File: config.mk
export PLATFORM = sky130hd
export DESIGN_NAME = if_stage
export DESIGN_NICKNAME = d
export VERILOG_FILES = /design/src/rtl/if_stage.sv
export SDC_FILE = /design/constraint.sdc
export NUM_CORES = 1
export LEC_CHECK = 0
export BUFFER_PORTS_ARGS = -buffer_cell sky130_fd_sc_hd__clkbuf_2
export CORE_AREA = 2 2 127 129
export DETAILED_ROUTE_END_ITERATION = 10
export DIE_AREA = 0 0 129 131
export PLACE_DENSITY = 0.79
export SLEW_MARGIN = 15
export SYNTH_ARGS = -nofsm -noshare
export SYNTH_HDL_FRONTEND = slang
export SYNTH_SLANG_ARGS = --single-unit
File: constraint.sdc
create_clock -name clk -period 3.8 [get_ports clk]
set_input_delay 0.76 -clock clk [delete_from_list [all_inputs] [get_ports clk]]
set_output_delay 0.76 -clock clk [all_outputs]
set_load 0.1 [all_outputs]
File: src/rtl/if_stage.sv
`default_nettype none
// ============================================================================
//  Module   : if_stage
//  Purpose  : Instruction fetch stage. Issues one instruction-memory request
//             at a time, buffers returned words in a 2-entry {instr, pc}
//             FIFO for decode, and handles branch/jump redirects. Data for a
//             request that is in flight when a redirect arrives is dropped.
//  Options  : IF_STALL_CNT_EN - adds a 32-bit saturating stall_cnt output
//             counting cycles where decode holds off a valid head.
//  Revision : 1.0 - initial release
// ============================================================================
module if_stage #(
  parameter logic [31:0] RESET_PC = 32'h0000_0000
) (
  input  logic        clk,
  input  logic        rst,
  output logic        imem_req,
  output logic [31:0] imem_addr,
  input  logic        imem_ack,
  input  logic [31:0] imem_rdata,
  input  logic        redirect_valid,
  input  logic [31:0] redirect_pc,
  output logic        out_valid,
  input  logic        out_ready,
  output logic [31:0] out_instr,
  output logic [31:0] out_pc,
  output logic [6:0]  out_opcode
`ifdef IF_STALL_CNT_EN
  ,
  output logic [31:0] stall_cnt
`endif
);

  typedef enum logic [1:0] {
    S_IDLE    = 2'd0,
    S_REQ     = 2'd1,
    S_DISCARD = 2'd2
  } state_t;

  state_t      r_state;
  state_t      w_next_state;

  // r_pc is the address of the live request (REQ) or the next one to issue.
  // r_old_addr keeps the abandoned address visible on the bus in DISCARD.
  logic [31:0] r_pc;
  logic [31:0] r_old_addr;

  logic        r_head_valid;
  logic [31:0] r_head_instr;
  logic [31:0] r_head_pc;
  logic        r_tail_valid;
  logic [31:0] r_tail_instr;
  logic [31:0] r_tail_pc;

  logic        w_ack;
  logic        w_pop;
  logic        w_push;
  logic [31:0] w_target;
  logic [1:0]  w_count_after;

  assign imem_req   = (r_state != S_IDLE);
  assign imem_addr  = (r_state == S_DISCARD) ? r_old_addr : r_pc;
  assign out_valid  = r_head_valid;
  assign out_instr  = r_head_instr;
  assign out_pc     = r_head_pc;
  assign out_opcode = r_head_instr[6:0];

  // An ack only counts while a request is actually on the bus.
  assign w_ack    = imem_ack && imem_req;
  assign w_pop    = r_head_valid && out_ready;
  assign w_push   = w_ack && (r_state == S_REQ) && !redirect_valid;
  assign w_target = {redirect_pc[31:2], 2'b00};

  // Occupancy after this cycle's push and pop (never exceeds 2).
  always_comb begin
    w_count_after = {1'b0, r_head_valid} + {1'b0, r_tail_valid}
                  + {1'b0, w_push} - {1'b0, w_pop};
  end

  // Next-state logic for the request FSM.
  always_comb begin
    w_next_state = r_state;
    case (r_state)
      S_IDLE: begin
        if (redirect_valid || (w_count_after < 2'd2)) begin
          w_next_state = S_REQ;
        end
      end
      S_REQ: begin
        if (redirect_valid) begin
          w_next_state = w_ack ? S_REQ : S_DISCARD;
        end else if (w_ack) begin
          w_next_state = (w_count_after < 2'd2) ? S_REQ : S_IDLE;
        end
      end
      S_DISCARD: begin
        if (w_ack) begin
          w_next_state = S_REQ;
        end
      end
      default: w_next_state = S_IDLE;
    endcase
  end

  // FSM state register.
  always_ff @(posedge clk) begin
    if (rst) begin
      r_state <= S_IDLE;
    end else begin
      r_state <= w_next_state;
    end
  end

  // Fetch address tracking: redirect wins, otherwise advance on each push.
  always_ff @(posedge clk) begin
    if (rst) begin
      r_pc       <= RESET_PC;
      r_old_addr <= 32'h0000_0000;
    end else if (redirect_valid) begin
      if ((r_state == S_REQ) && !w_ack) begin
        r_old_addr <= r_pc;
      end
      r_pc <= w_target;
    end else if (w_push) begin
      r_pc <= r_pc + 32'd4;
    end
  end

  // Two-entry FIFO; a redirect flushes it while the head data is held.
  always_ff @(posedge clk) begin
    if (rst) begin
      r_head_valid <= 1'b0;
      r_head_instr <= 32'h0000_0000;
      r_head_pc    <= 32'h0000_0000;
      r_tail_valid <= 1'b0;
      r_tail_instr <= 32'h0000_0000;
      r_tail_pc    <= 32'h0000_0000;
    end else if (redirect_valid) begin
      r_head_valid <= 1'b0;
      r_tail_valid <= 1'b0;
    end else begin
      case ({w_push, w_pop})
        2'b11: begin
          if (r_tail_valid) begin
            r_head_instr <= r_tail_instr;
            r_head_pc    <= r_tail_pc;
            r_tail_instr <= imem_rdata;
            r_tail_pc    <= r_pc;
          end else begin
            r_head_instr <= imem_rdata;
            r_head_pc    <= r_pc;
          end
        end
        2'b01: begin
          if (r_tail_valid) begin
            r_head_instr <= r_tail_instr;
            r_head_pc    <= r_tail_pc;
            r_tail_valid <= 1'b0;
          end else begin
            r_head_valid <= 1'b0;
          end
        end
        2'b10: begin
          if (!r_head_valid) begin
            r_head_valid <= 1'b1;
            r_head_instr <= imem_rdata;
            r_head_pc    <= r_pc;
          end else begin
            r_tail_valid <= 1'b1;
            r_tail_instr <= imem_rdata;
            r_tail_pc    <= r_pc;
          end
        end
        default: ;
      endcase
    end
  end

`ifdef IF_STALL_CNT_EN
  logic [31:0] r_stall_cnt;

  assign stall_cnt = r_stall_cnt;

  // Count cycles where a valid head waits on decode; saturate at all-ones.
  always_ff @(posedge clk) begin
    if (rst) begin
      r_stall_cnt <= 32'h0000_0000;
    end else if (r_head_valid && !out_ready && (r_stall_cnt != 32'hFFFF_FFFF)) begin
      r_stall_cnt <= r_stall_cnt + 32'd1;
    end
  end
`endif

endmodule
`default_nettype wire

==> impl_metrics.ini, run 1 <==
[status]
status = complete, no violations

[timing]
fin_skew_ns = 0.00704
fin_crit_sh_pct = 83.2
tightest_slew_ns = 0.818
report.final.hold_viol_count = 0
max_freq_ghz = 0.316
final.setup.worst_slack_ns = 0.639
fin_setup_tns_ns = 0
setup_viol = 0
rsz0062_at_grt = no
drv_slew = 0
slew_headroom_pct = 45.5
min_period_ns = 3.16

[clocking]
holdBufCountCts = 0
cts_tree = built
insertion_delay_ns = 0.42
clkSlewWorstSetupHoldPaths_ns = 0.07
htreeDepth = 4
clkSinkCount = 188
cts_buffer_depth = 2
numCtsBuffers = 17
cts_resized = 0
cts_root_buf = clkbuf_16
post-cts-setup-buffers = 0

[grt]
grt-ovfl-total = 0
antenna_found_initial = 0
grt_max_degree = 77
grt_pass1_wl_microns = 34100
grt.total_usage_pct = 25.2
grt_pass1_vias = 6756

[power]
intPower_uw = 3400
p_sw_uw = 1490
p_per_area_nw_per_um2 = 496
p_comb_share_pct = 16.5
vdd_drop_max_uv = 339
seqPwrFrac_pct = 43.3
p_total_uw = 4900
p_clk_share_pct = 40.3
p_leak_uw = 0.00370
switching_share_pct = 30.5

[yosys]
synth_warnings = 0
synth-seq-cells = 188
synth_edf_count = 0
syn_area_sq_um = 8350
synthDistinctLibCells = 48
avgSynthCellArea_sq_um = 8.15
synth_flop_cell = dfxtp_1
async_flop_share_pct = 0
seq_area_frac_synth_pct = 45.1
syn_inst = 1024

[routing]
drt_pass1_iterations = 5
vias = 7714
drt-total-wl_microns = 21600
drc = 0
wl_per_cell_microns = 16.0
drt_iter0_markers = 599
viasPerCell = 5.72
ant_nets = 0

[worst_setup_path]
reg2regPathDepth = 8
cp.required_ns = 3.04
crit_arrival_ns = 2.40
end_kind = output pin
start_kind = flop
critical_path_class = flop to output pin
crit_fanout = 21

[finish]
layout_commonest_cell = nand2_1
fin_util_pct = 63.3
syn_to_final_growth_pct = 18.4
antenna_cells = 0
fin_nets = 1196
drive_above_1_share_pct = 22.5
layout_common_cells = nand2_1 (207), dfxtp_1 (188), clkbuf_2 (166), a21oi_1 (99), nor2_1 (87)

[floorplanning]
rows = 46
core_sq_um = 15600
fp.dieH_microns = 131
start_util_pct = 53.5
io_pins = 174
dieArea_sq_um = 16900
die_w_microns = 129

[placed_design]
gp_congestion = 0.840
portBuffers = 167
dp_hpwl_microns = 14000
post-place-ws_ns = 0.574

[hold_path]
hold_class = flop to flop
whs_path_depth = 2

[flow_run]
drv_cap = 0
[registers in the layout, summed over array words and instances, names as in the netlist]
register / flops
out_pc: 30
r_old_addr: 30
out_valid: 1
r_tail_pc: 30
r_pc: 30
r_tail_instr: 32
r_tail_valid: 1
out_instr: 32
r_state: 2
[final timing paths]
check                                                  from                       endpoint  slack (ns)
worst min register to register  r_old_addr[26]$_SDFFE_PP0P_    r_old_addr[26]$_SDFFE_PP0P_        0.45
worst max register to register      r_state[0]$_SDFFE_PP0P_  r_tail_instr[31]$_SDFFE_PP0P_        0.93
worst min-delay path            r_old_addr[26]$_SDFFE_PP0P_    r_old_addr[26]$_SDFFE_PP0P_        0.45
worst max-delay path                r_state[1]$_SDFFE_PP0P_                  imem_addr[29]        0.64
[worst max-delay path, stage by stage (launching register included)]
cell and delay, ns:
dfxtp_1 0.46, nor2b_4 0.53, buf_12 0.24, mux2_2 0.36
clkbuf_2 0.37
[through the flow]
step / hold slack, ns / cell area (sq um) / std cells
finish: 0.453 / 9880 / 1349
floorplan: 0.433 / 8360 / 1027
global route: 0.469 / 9880 / 1349
global placement: 0.438 / 9230 / 1317
detailed placement: 0.443 / 9230 / 1317
CTS: 0.454 / 9880 / 1349
[power groups by stage]
stage	clock network (uW)	registers, uW	logic (uW)
finish	1970	2120	808
global route	2070	2130	854
global placement	0	2160	801
floorplan	0	2310	492
CTS	1990	2120	809
detailed placement	0	2160	807
[final cells by class]
cell class / instances / area [sq um]
flip-flops and latches: 188 / 3760
fillers: 1357 / 5720
clock inverters: 13 / 213
well taps: 216 / 270
repair buffers: 185 / 1030
multi-input cells: 712 / 4100
inverters: 16 / 60.1
clock buffers: 19 / 443
[Yosys cell counts (2+ instances only)]
cell type | instances | area [sq um]
dfxtp_1 | 188 | 3760
ha_1 | 7 | 87.6
or3_1 | 8 | 50.1
buf_4 | 12 | 90.1
a22oi_1 | 62 | 465
nand3_1 | 14 | 70.1
nand2_1 | 207 | 777
a32oi_1 | 2 | 17.5
a21oi_1 | 99 | 495
nand4b_1 | 2 | 17.5
mux2_2 | 27 | 304
nand4_1 | 12 | 75.1
or4_1 | 9 | 67.6
nor2_1 | 87 | 327
and3_1 | 2 | 12.5
o21ai_0 | 16 | 80.1
buf_1 | 5 | 18.8
a2111oi_0 | 3 | 26.3
o31ai_1 | 12 | 90.1
and4_1 | 6 | 52.6
nor4_1 | 9 | 56.3
xor2_1 | 4 | 35.0
buf_2 | 11 | 55.1
xnor2_1 | 4 | 35.0
a311oi_1 | 13 | 114
a211oi_1 | 69 | 518
inv_1 | 16 | 60.1
nand2b_1 | 2 | 12.5
nor4b_1 | 2 | 17.5
or2_2 | 4 | 25.0
nor2b_1 | 5 | 31.3
clkbuf_1 | 83 | 312
nor3_1 | 7 | 35.0
[per-layer routing]
layer	GRT usage (%)	wire (microns)	vias to the layer above
met5	0	0	-
met4	8.89	344	0
met3	5.25	1560	30
met2	40.2	10200	332
met1	34.1	9480	3529
li1	-	-	3823
[logic make-up (layout without fill, tap and decap cells)]
logic type	Yosys count	count (layout)	synth area share, %
simple gates	380	380	20.1
compound gates	285	285	22.7
flops	188	188	45.1
buf+inv	127	233	6.42
mux	28	28	3.76
xor+xnor	8	8	0.839
fa+ha+maj	7	7	1.05
other cells	1	4	0.0449
No activity file was read; power rests on OpenSTA's default activity.
==> run 2: changes to the inputs <==
- CORE_AREA: 2 2 127 129 -> 2 2 133 135
- DIE_AREA: 0 0 129 131 -> 0 0 135 137
- PLACE_DENSITY: 0.79 -> 0.76
- clock period: 3.8 -> 2.8 ns (I/O delays scaled with it)
==> impl_metrics.ini, run 2 (synthesis gave the netlist of run 1 again) <==
[timing]
min_period_ns = 2.65
setup_viol = 0
report.final.hold_viol_count = 0
slew_headroom_pct = 43.1
max_freq_ghz = 0.377
fin_skew_ns = 0.0107
tightest_slew_ns = 0.853
drv_slew = 0
fin_setup_tns_ns = 0
rsz0062_at_grt = no
fin_crit_sh_pct = 94.8

[routing]
ant_nets = 0
drt_iter0_markers = 519
wl_per_cell_microns = 15.9
viasPerCell = 5.66
drt-total-wl_microns = 21900
drt_pass1_iterations = 5
vias = 7803
drc = 0

[hold_path]
min_from = imem_rdata[26]
whs_path_depth = 3
whs_endpoint = r_tail_instr[26]$_SDFFE_PP0P_
hold_class = primary input to flop

[finish]
layout_commonest_cell = nand2_1
syn_to_final_growth_pct = 23.5
register_area_sq_um = 3760
fin_nets = 1216
multi_input_area_sq_um = 4110
final.fill_count = 1526
final_cells = 1378
antenna_cells = 0
drive_above_1_share_pct = 23.7
layout_common_cells = nand2_1 (207), dfxtp_1 (187), clkbuf_2 (138), a21oi_1 (99), nor2_1 (87)

[power]
p_total_uw = 6540
p_comb_share_pct = 18.2
intPower_uw = 4530
seqPwrFrac_pct = 43.8
p_per_area_nw_per_um2 = 634
p_clk_share_pct = 38.0
p_leak_uw = 0.00386
p_sw_uw = 2010
switching_share_pct = 30.7
vdd_drop_max_uv = 465

[floorplanning]
fp.dieH_microns = 137
dieArea_sq_um = 18500
io_pins = 174
core_sq_um = 17100
start_util_pct = 48.9
die_w_microns = 135
rows = 48

[grt]
grt_max_degree = 169
grt_pass1_vias = 7021
antenna_found_initial = 0
grt_pass1_wl_microns = 34900
grt-ovfl-total = 0
grt.total_usage_pct = 23.6

[placed_design]
gp_congestion = 0.833
placed_cells = 1342
portBuffers = 167
dp_hpwl_microns = 14300

[clocking]
clkSlewWorstSetupHoldPaths_ns = 0.06
cts_tree = built
htreeDepth = 4
cts_root_buf = clkbuf_16
numCtsBuffers = 17
insertion_delay_ns = 0.43
clkSinkCount = 188
cts_buffer_depth = 2

[status]
status = complete, no violations

[worst_setup_path]
reg2reg_from = r_state[1]$_SDFFE_PP0P_
start_kind = flop
crit_fanout = 21
worstReg2RegEnd = out_pc[20]$_SDFFE_PP0P_
end_kind = output pin
reg2regPathDepth = 9
critical_path_class = flop to output pin
cp.required_ns = 2.24
crit_arrival_ns = 2.09
rrSetupSlack_ns = 0.30

[flow_run]
drv_cap = 0
==> run 2: cell types whose count changed in the layout (fill, tap and decap cells not counted), moves of 2 or more <==
cell / delta
o21ai_1: +5
buf_4: +28
bufinv_16: -2
clkbuf_2: -28
o21ai_0: -5
clkbuf_1: +3
clkinv_4: -2
buf_12: +19
==> run 2: worst max-delay path by stage <==
| stage | slack, ns | cells past startpoint | startpoint | to |
|---|---|---|---|---|
| finish | 0.15 | 4 | r_state[1]$_SDFFE_PP0P_ | imem_addr[20] |
| global route | 0.08 | 4 | r_state[1]$_SDFFE_PP0P_ | imem_addr[18] |
| CTS | 0.004 | 4 | r_state[1]$_SDFFE_PP0P_ | imem_addr[20] |
| detailed placement | 0.11 | 9 | imem_ack | out_pc[8]$_SDFFE_PP0P_ |
| global placement | 0.13 | 9 | imem_ack | out_pc[8]$_SDFFE_PP0P_ |
| floorplan | -0.12 | 5 | r_state[0]$_SDFFE_PP0P_ | imem_addr[14] |
==> run 2: timing repair <==
item                                    in CTS  in global routing
gates resized for setup                      1                  0
endpoints found under the setup margin       1                  2
setup buffers                                0                  4
pin swaps                                    0                  0
hold buffers                                 0                  0
==> run 2: cell type report <==
type                    instances  area share (%)
multi-input cells             712            39.9
flip-flops and latches        188            36.5
repair buffers                205            14.4
clock buffers                  23            4.54
well taps                     225            2.73
clock inverters                 9            1.31
inverters                      16           0.583
==> run 2: power groups by stage <==
| stage | combinational (uW) | clock, uW | sequential (uW) |
|---|---|---|---|
| global route | 1260 | 2650 | 2870 |
| CTS | 1190 | 2530 | 2860 |
| floorplan | 673 | 0 | 3140 |
| detailed placement | 1190 | 0 | 2920 |
| global placement | 1180 | 0 | 2920 |
| finish | 1190 | 2480 | 2860 |
==> run 2: per-stage QoR <==
step                utilization, %  setup slack [ns]  hold slack, ns  area [sq um]
finish                        60.4             0.145           0.361         10300
global placement              56.6             0.127           0.438          9660
detailed placement            56.6             0.109           0.443          9660
CTS                           60.2           0.00357           0.346         10300
floorplan                        -            -0.123           0.433          8390
global route                  60.4            0.0799           0.360         10300
==> run 2: worst max-delay path, stage by stage (launching register included) <==
cell	delay [ns]
dfxtp_1	0.48
nor2b_4	0.27
buf_12	0.19
mux2_2	0.35
clkbuf_2	0.37
==> run 2: metal layers <==
layer	up-vias	share of wire [%]	track usage (%)
li1	3859	-	-
met1	3616	44	31.6
met2	290	47	38.1
met3	38	6.9	4.41
met4	0	2.3	8.68
met5	-	0	0
